<file path="config.mk">
export PLATFORM = sky130hd
export DESIGN_NAME = wb_master_engine_flat
export DESIGN_NICKNAME = d
export VERILOG_FILES = /design/src/rtl/wb_master_engine_if.sv /design/src/rtl/wb_master_engine.sv /design/src/flat_wrapper.sv
export SDC_FILE = /design/constraint.sdc
export NUM_CORES = 1
export LEC_CHECK = 0
export CAP_MARGIN = 20
export CORE_UTILIZATION = 43
export CTS_CLUSTER_SIZE = 40
export DETAILED_ROUTE_END_ITERATION = 8
export HOLD_SLACK_MARGIN = 0.1
export PLACE_DENSITY = 0.86
export RECOVER_POWER = 50
export SYNTH_ARGS = -nofsm -noshare
export SYNTH_HDL_FRONTEND = slang
export SYNTH_SLANG_ARGS = --single-unit
</file>
<file path="constraint.sdc">
create_clock -name CLK_I -period 3.91 [get_ports CLK_I]
set_input_delay 0.391 -clock CLK_I [delete_from_list [all_inputs] [get_ports CLK_I]]
set_output_delay 0.391 -clock CLK_I [all_outputs]
set_load 0.02 [all_outputs]
</file>
<file path="src/rtl/wb_master_engine_if.sv">
// Command/response handshake plus Wishbone classic bus for wb_master_engine.
// The master modport is the engine side; the slave modport is the surrounding system.
interface wb_master_engine_if #(
    parameter int AW = 32,
    parameter int DW = 32
);
    logic          cmd_valid;
    logic          cmd_ready;
    logic          cmd_we;
    logic [AW-1:0] cmd_addr;
    logic [DW-1:0] cmd_wdata;
    logic          rsp_valid;
    logic          rsp_ready;
    logic [DW-1:0] rsp_rdata;
    logic          rsp_err;
    logic [AW-1:0] ADR_O;
    logic [DW-1:0] DAT_O;
    logic [DW-1:0] DAT_I;
    logic          WE_O;
    logic          STB_O;
    logic          CYC_O;
    logic          ACK_I;

    modport master (
        input  cmd_valid, cmd_we, cmd_addr, cmd_wdata, rsp_ready, DAT_I, ACK_I,
        output cmd_ready, rsp_valid, rsp_rdata, rsp_err, ADR_O, DAT_O, WE_O, STB_O, CYC_O
    );

    modport slave (
        output cmd_valid, cmd_we, cmd_addr, cmd_wdata, rsp_ready, DAT_I, ACK_I,
        input  cmd_ready, rsp_valid, rsp_rdata, rsp_err, ADR_O, DAT_O, WE_O, STB_O, CYC_O
    );
endinterface

</file>
<file path="src/rtl/wb_master_engine.sv">
// Wishbone classic single-transfer initiator: one CYC/STB cycle per command,
// returning read data or a timeout error when ACK never arrives.
//
// state  | meaning
// IDLE   | waiting for a command; one forced idle cycle after each transfer
// BUS    | CYC/STB asserted, waiting for ACK or timeout
// RESP   | response presented, waiting for rsp_ready
module wb_master_engine #(
    parameter int AW          = 32,
    parameter int DW          = 32,
    parameter int TIMEOUT_CYC = 64
) (
    input  logic               CLK_I,
    input  logic               RST_I,
    wb_master_engine_if.master bus
);
    localparam int CW = $clog2(TIMEOUT_CYC) + 1;
    localparam logic [CW-1:0] CNT_TERM = CW'(TIMEOUT_CYC - 1);
    localparam logic [CW-1:0] CNT_MAX  = '1;

    localparam logic [1:0] S_IDLE = 2'd0;
    localparam logic [1:0] S_BUS  = 2'd1;
    localparam logic [1:0] S_RESP = 2'd2;

    logic [1:0]    state;
    logic [CW-1:0] cnt;
    logic          gap;
    logic [AW-1:0] adr;
    logic [DW-1:0] dat;
    logic          we;
    logic          stb;
    logic          rsp_valid;
    logic          rsp_err;
    logic [DW-1:0] rsp_rdata;

    assign bus.cmd_ready = (state == S_IDLE) && !gap;
    assign bus.ADR_O     = adr;
    assign bus.DAT_O     = dat;
    assign bus.WE_O      = we;
    assign bus.STB_O     = stb;
    assign bus.CYC_O     = stb;
    assign bus.rsp_valid = rsp_valid;
    assign bus.rsp_err   = rsp_err;
    assign bus.rsp_rdata = rsp_rdata;

    always_ff @(posedge CLK_I) begin
        if (RST_I) begin
            state     <= S_IDLE;
            cnt       <= '0;
            gap       <= 1'b0;
            adr       <= '0;
            dat       <= '0;
            we        <= 1'b0;
            stb       <= 1'b0;
            rsp_valid <= 1'b0;
            rsp_err   <= 1'b0;
            rsp_rdata <= '0;
        end else begin
            case (state)
                S_IDLE: begin
                    if (gap) begin
                        gap <= 1'b0;
                    end else if (bus.cmd_valid) begin
                        adr   <= bus.cmd_addr;
                        dat   <= bus.cmd_wdata;
                        we    <= bus.cmd_we;
                        stb   <= 1'b1;
                        cnt   <= '0;
                        state <= S_BUS;
                    end
                end
                S_BUS: begin
                    // ACK takes priority over a timeout landing on the same edge
                    if (bus.ACK_I) begin
                        stb       <= 1'b0;
                        rsp_rdata <= we ? '0 : bus.DAT_I;
                        rsp_err   <= 1'b0;
                        rsp_valid <= 1'b1;
                        state     <= S_RESP;
                    end else if (cnt == CNT_TERM) begin
                        stb       <= 1'b0;
                        rsp_rdata <= '0;
                        rsp_err   <= 1'b1;
                        rsp_valid <= 1'b1;
                        state     <= S_RESP;
                    end else if (cnt != CNT_MAX) begin
                        cnt <= cnt + 1'b1;
                    end
                end
                S_RESP: begin
                    if (bus.rsp_ready) begin
                        rsp_valid <= 1'b0;
                        gap       <= 1'b1;
                        cnt       <= '0;
                        state     <= S_IDLE;
                    end
                end
                default: begin
                    state <= S_IDLE;
                    stb   <= 1'b0;
                end
            endcase
        end
    end
endmodule

</file>
<file path="src/flat_wrapper.sv">
// flat-port wrapper written by rule: the top's interface ports become plain ports
module wb_master_engine_flat 
#(
    parameter int AW          = 32,
    parameter int DW          = 32,
    parameter int TIMEOUT_CYC = 64
)
  (CLK_I, RST_I, bus_cmd_valid, bus_cmd_we, bus_cmd_addr, bus_cmd_wdata, bus_rsp_ready, bus_DAT_I, bus_ACK_I, bus_cmd_ready, bus_rsp_valid, bus_rsp_rdata, bus_rsp_err, bus_ADR_O, bus_DAT_O, bus_WE_O, bus_STB_O, bus_CYC_O);
  wb_master_engine_if #(.AW(AW), .DW(DW)) bus_i ();
  input  logic CLK_I;
  input  logic RST_I;
  input wire logic [$bits(bus_i.cmd_valid)-1:0] bus_cmd_valid;
  input wire logic [$bits(bus_i.cmd_we)-1:0] bus_cmd_we;
  input wire logic [$bits(bus_i.cmd_addr)-1:0] bus_cmd_addr;
  input wire logic [$bits(bus_i.cmd_wdata)-1:0] bus_cmd_wdata;
  input wire logic [$bits(bus_i.rsp_ready)-1:0] bus_rsp_ready;
  input wire logic [$bits(bus_i.DAT_I)-1:0] bus_DAT_I;
  input wire logic [$bits(bus_i.ACK_I)-1:0] bus_ACK_I;
  output wire logic [$bits(bus_i.cmd_ready)-1:0] bus_cmd_ready;
  output wire logic [$bits(bus_i.rsp_valid)-1:0] bus_rsp_valid;
  output wire logic [$bits(bus_i.rsp_rdata)-1:0] bus_rsp_rdata;
  output wire logic [$bits(bus_i.rsp_err)-1:0] bus_rsp_err;
  output wire logic [$bits(bus_i.ADR_O)-1:0] bus_ADR_O;
  output wire logic [$bits(bus_i.DAT_O)-1:0] bus_DAT_O;
  output wire logic [$bits(bus_i.WE_O)-1:0] bus_WE_O;
  output wire logic [$bits(bus_i.STB_O)-1:0] bus_STB_O;
  output wire logic [$bits(bus_i.CYC_O)-1:0] bus_CYC_O;
  assign bus_i.cmd_valid = bus_cmd_valid;
  assign bus_i.cmd_we = bus_cmd_we;
  assign bus_i.cmd_addr = bus_cmd_addr;
  assign bus_i.cmd_wdata = bus_cmd_wdata;
  assign bus_i.rsp_ready = bus_rsp_ready;
  assign bus_i.DAT_I = bus_DAT_I;
  assign bus_i.ACK_I = bus_ACK_I;
  assign bus_cmd_ready = bus_i.cmd_ready;
  assign bus_rsp_valid = bus_i.rsp_valid;
  assign bus_rsp_rdata = bus_i.rsp_rdata;
  assign bus_rsp_err = bus_i.rsp_err;
  assign bus_ADR_O = bus_i.ADR_O;
  assign bus_DAT_O = bus_i.DAT_O;
  assign bus_WE_O = bus_i.WE_O;
  assign bus_STB_O = bus_i.STB_O;
  assign bus_CYC_O = bus_i.CYC_O;
  wb_master_engine #(.AW(AW), .DW(DW), .TIMEOUT_CYC(TIMEOUT_CYC)) u_core (.CLK_I(CLK_I), .RST_I(RST_I), .bus(bus_i));
endmodule
</file>
Word-level counts from Yosys, hierarchy flattened
Index checks and enable logic that the tools add are counted.
Word-level totals
  output and inout port bits: 102
  word-level logic and storage cells: 66
  input port bits: 102
  register bits after elaboration: 110
Operators by class
  reduce and logical (&&, ||, !) cells: 14
  $add $sub $neg: 1
  equality and inequality tests: 11
  bitwise logic cells: 2
  multiplexer cells: 28
Operator list (count)
  two-way mux 32 bit: 3
  two-way mux 7 bit: 6
  case mux 7 bit (3 select lines): 1
  two-way mux 2 bit: 5
  != test 2 bit, second input constant: 5
  two-way mux 1 bit: 9
  AND reduction 4 bit: 2
  adder 7 x 1 -> 7 bit, second input constant: 1
  equality test 7 x 6 -> 1 bit, second input constant: 1
  != test 7 bit, second input constant: 1
  AND reduction 7 bit: 1
  case mux 2 bit (3 select lines): 1
  AND reduction 3 bit: 2
  nonzero test 2 bit: 3
  case mux 1 bit (2 select lines): 2
  AND reduction 2 bit: 2
  != test 3 x 2 -> 1 bit, second input constant: 1
  case mux 1 bit (3 select lines): 1
  nonzero test 3 bit: 1
  equality test 2 x 1 -> 1 bit, second input constant: 1
  equality test 2 bit, second input constant: 1
  logical NOT 2 bit: 1
  != test 2 x 1 -> 1 bit, second input constant: 1
  NOT 1 bit: 2
  other kinds (2): 2

Longest topological paths before layout
  depth in word-level cells: 5
  mapped depth: 8
  gate-level depth less buffers: 6

Worst setup path after synthesis
OpenSTA, ideal clock, no wires.
  path kind: register -> register
  start: reg u_core.state[0]
  end: reg u_core.cnt[2]
  period minus slack after synthesis: 1.875 ns
  setup slack: 2.035 ns
  data arrival time: 1.805 ns
  setup time: 0.070 ns
  path buffers: 1
  data required time: 3.840 ns
  stages on the path, launching flop included: 8
  cells stage by stage: dfxtp_1 > inv_1 > ha_1 > nor2b_4 > a211o_1 > buf_6 > or4_1 > a21oi_1
On the way
  cells in the longest elaborated chain, start to end: 3
  elaborated cells between the ends (all ways): 12
  classes of those cells: eq/ne (8); mux (1); reduce/logical (3)
RTL lines
  from (decl): RTL line wb_master_engine.sv:25  | logic [1:0] state;
  from (signal assigned): RTL line wb_master_engine.sv:48  | state <= S_IDLE;
  from (signal assigned): RTL line wb_master_engine.sv:69  | state <= S_BUS;
  from (signal assigned): RTL line wb_master_engine.sv:79  | state <= S_RESP;
  equality test 2 x 1 -> 1 bit (tied with other cells): RTL line wb_master_engine.sv:59  | case (state)
  != test 2 bit (no line) (tied with other cells)
  AND reduction 7 bit (no line)
  to (signal assigned): RTL line wb_master_engine.sv:87  | cnt <= cnt + 1'b1;
  to (decl): RTL line wb_master_engine.sv:26  | logic [CW-1:0] cnt;
Parallel ways exist; a longest one is shown, timed or not.
A chain may end at the register's enable or synchronous reset.

Final worst setup path
  start: reg u_core.state[0]
  end: out bus_cmd_ready
On the way
  cells in the longest elaborated chain, start to end: 2
RTL lines
  logical NOT 2 bit: RTL line wb_master_engine.sv:36  | assign bus.cmd_ready = (state == S_IDLE) && !gap;
  logical AND 1 bit: RTL line wb_master_engine.sv:36
  to (decl): RTL line flat_wrapper.sv:19  | output wire logic [$bits(bus_i.cmd_ready)-1:0] bus_cmd_ready;
Every way passes these cells.

==> results.md <==
* Hold Path Class: flop to flop
* Worst skew pair latency at 0.37 ns
* Yosys warnings at 0
* Post-Route Setup TNS at 0 ns
* Pre-antenna DRT Iters at 5
* Starting Density at 45.2%
* Syn_area_per_cell at 8.38 um2
* DP HPWL at 7.90 mm
* Layout Cells excl Fill at 776
* H-tree depth at 3
* Die area at 9750 um2
* Final Cell Area at approximately 6300 um2
* Mapped Area at 4020 um2
* GRT Total Usage at 23.0%
* Critical path endpoint category: output port
* Top-level port count at 204
* Count leader, synth: nand2_1
* Placed Instances at 759
* Maximum clock frequency at 438 MHz
* P_leak at 2.58 nW
* Part of the power in the clock network at 22.6%
* # fillers at around 700
* Gate power share at 33.6%
* Nets at ~770
* Diodes inserted at 0
* Root buf cell: clkbuf_8
* Share of the synthesized area in the top cell type at 54.7%
* Largest net degree at the start of global routing at approximately 110
* Startpoint Class: flop
* Final Wtd Congestion at 0.803
* Ys flop type: dfxtp_1
* Area grow syn2layout at 56.2%
* Post-synth EDFFs at 0
* Vias per cell at 5.16
* Syn Inst Count at 480
* Synth unique cells at 36
* Reg2reg setup slack at 1.76 ns
* Synth area leaders: dfxtp_1, nand2_1, a21oi_1
* Post_cts resized at 0
* Area after DPL at 6070 um2
* Final count of hold timing violations at 0
* Arr. time, crit path at 1.89 ns
* Die H at 98.7 um
* Sequential-to-total area share from yosys stat at 54.7%
* R2R depth at 7
* Core box area at 8890 um2
* Worst Path Max Fanout at 4
* Cell-internal power at 0.00201 W
* Initial antenna violation count at 0
* Final Core Density at 70.7%
* Peak VDD IR at approximately 0.28 mV
* Rel. slew slack at 29.4%
* WHS Path Cells at 2
* CTS Hold Bufs at 0
* Vias in the first global route at 3,859
* Clk buf depth at 2
* Max_cap viols at 0
* Post-route ant nets at 0
* WL/cell at 14.4 um
* Die Wd at 98.7 um
* Sw power at 0.00103 W
* RSZ-0062 raised after global routing: false
* Gr ovfl total at 0
* Async set-reset flop share out of synthesis at 0%
* Inserted Clock Buffers at 9
* Switching Share at 33.8%
* IO Port Bufs at 203
* Run status: completed
* DR iter-0 viols at 187
* Vias at roughly 4,000
* CTS sink count at 110
* Post-CTS setup buffer count at 0
* Count of final setup violators at 0
* Slew Viols, Final at 0
* Net count after synthesis at 588
* Leading area contributor after synthesis: dfxtp_1
* Sequential Power Share at a little over two fifths
* Layout cells sized above 1 at 4.04%
* CP required at 3.52 ns
* DRC Markers at 0
* Row count at 34
* Crit share post-route at 58.3%
* Fin crit period at between 2 and 2.5 ns
* Worst-margin pin slew at 1.06 ns
* Clock Skews at 0.0134 ns
* PwrDens at 484 nW/um2
* CTS tree: built
* Post-synth top cells: nand2_1, dfxtp_1, a21oi_1, nor2_1, a22oi_1
* Yosys reg bits at 110
* First-pass GRT wire length at about 18 mm
* Worst-path clk slew at 0.09 ns
* Crit path kind: flop to output port
* Final wirelength at 11.2 mm
==> registers in the layout, indices dropped and copies added (netlist names) <==
register	count
u_core.bus.rsp_rdata	32
u_core.bus.rsp_err	1
u_core.cnt	7
u_core.state	2
u_core.bus.ADR_O	32
u_core.gap	1
u_core.bus.CYC_O	1
u_core.bus.WE_O	1
u_core.bus.rsp_valid	1
u_core.bus.DAT_O	32
==> layer usage <==
metal	wire length (um)	vias up	track usage (%)	share of wire (%)
met2	5590	168	39.9	50
met4	172	0	8.15	1.5
met1	4420	1850	26.4	40
met5	0	-	0	0
li1	-	1971	-	-
met3	999	15	8.01	8.9
==> critical path: stages, from the launching register on <==
cell             delay, ns
dfxtp_1               0.34
inv_1                 0.12
ha_1                  0.23
inv_1                 0.11
nor2_1                0.11
clkdlybuf4s50_1       0.62
==> final cells by class <==
type	instances	area, um2	area share, %
clock buffers	11	141	2.25
clock inverters	5	58.8	0.936
inverters	9	33.8	0.538
multi-input cells	326	1630	26.0
flip-flops and latches	110	2200	35.1
well taps	108	135	2.15
repair buffers	207	2080	33.1
==> power by group through the flow <==
stage               Clock, W  Sequential [W]  Combinational, W
finish              0.000688         0.00133           0.00102
global route        0.000750         0.00135           0.00112
CTS                 0.000704         0.00134           0.00107
detailed placement         0         0.00136           0.00106
global placement           0         0.00135           0.00103
floorplan                  0         0.00152          0.000435
==> logic make-up (layout without fill, tap and decap cells) <==
kind of cell	Yosys count	in the layout	share of synthesized area [%]
buffers and inverters	44	232	4.82
and+or+nand+nor	195	195	19.9
DFF	110	110	54.7
AOI/OAI and AO/OA	125	125	18.7
adders and majority gates	6	6	1.87
==> final timing paths <==
kind / endpoint / from
max: bus_cmd_ready / u_core.state[0]
min: u_core.bus.DAT_O[21] / u_core.bus.DAT_O[21]
max reg2reg: u_core.bus.ADR_O[22] / u_core.state[0]
min reg2reg: u_core.bus.DAT_O[21] / u_core.bus.DAT_O[21]
==> through the flow <==
step / hold WS (ns) / setup slack, ns / power [W]
floorplan: 0.436 / 2.04 / 0.00195
global placement: 0.441 / 1.60 / 0.00238
detailed placement: 0.446 / 1.48 / 0.00243
CTS: 0.461 / 1.49 / 0.00311
global route: 0.471 / 1.49 / 0.00322
finish: 0.454 / 1.63 / 0.00304
==> placed cells by master, fill, tap and decap left out, types with 3 or more instances in the layout <==
cell type        count
nand2_1            138
dfxtp_1            110
clkdlybuf4s50_1    101
dlygate4sd3_1      101
a21oi_1             73
nor2_1              36
a22oi_1             32
clkbuf_8            10
inv_1                8
ha_1                 6
nand3_1              5
o21ai_0              5
or4_1                4
o31ai_1              3
nor3_1               3
buf_4                3
(Power assumes the default switching activity.)
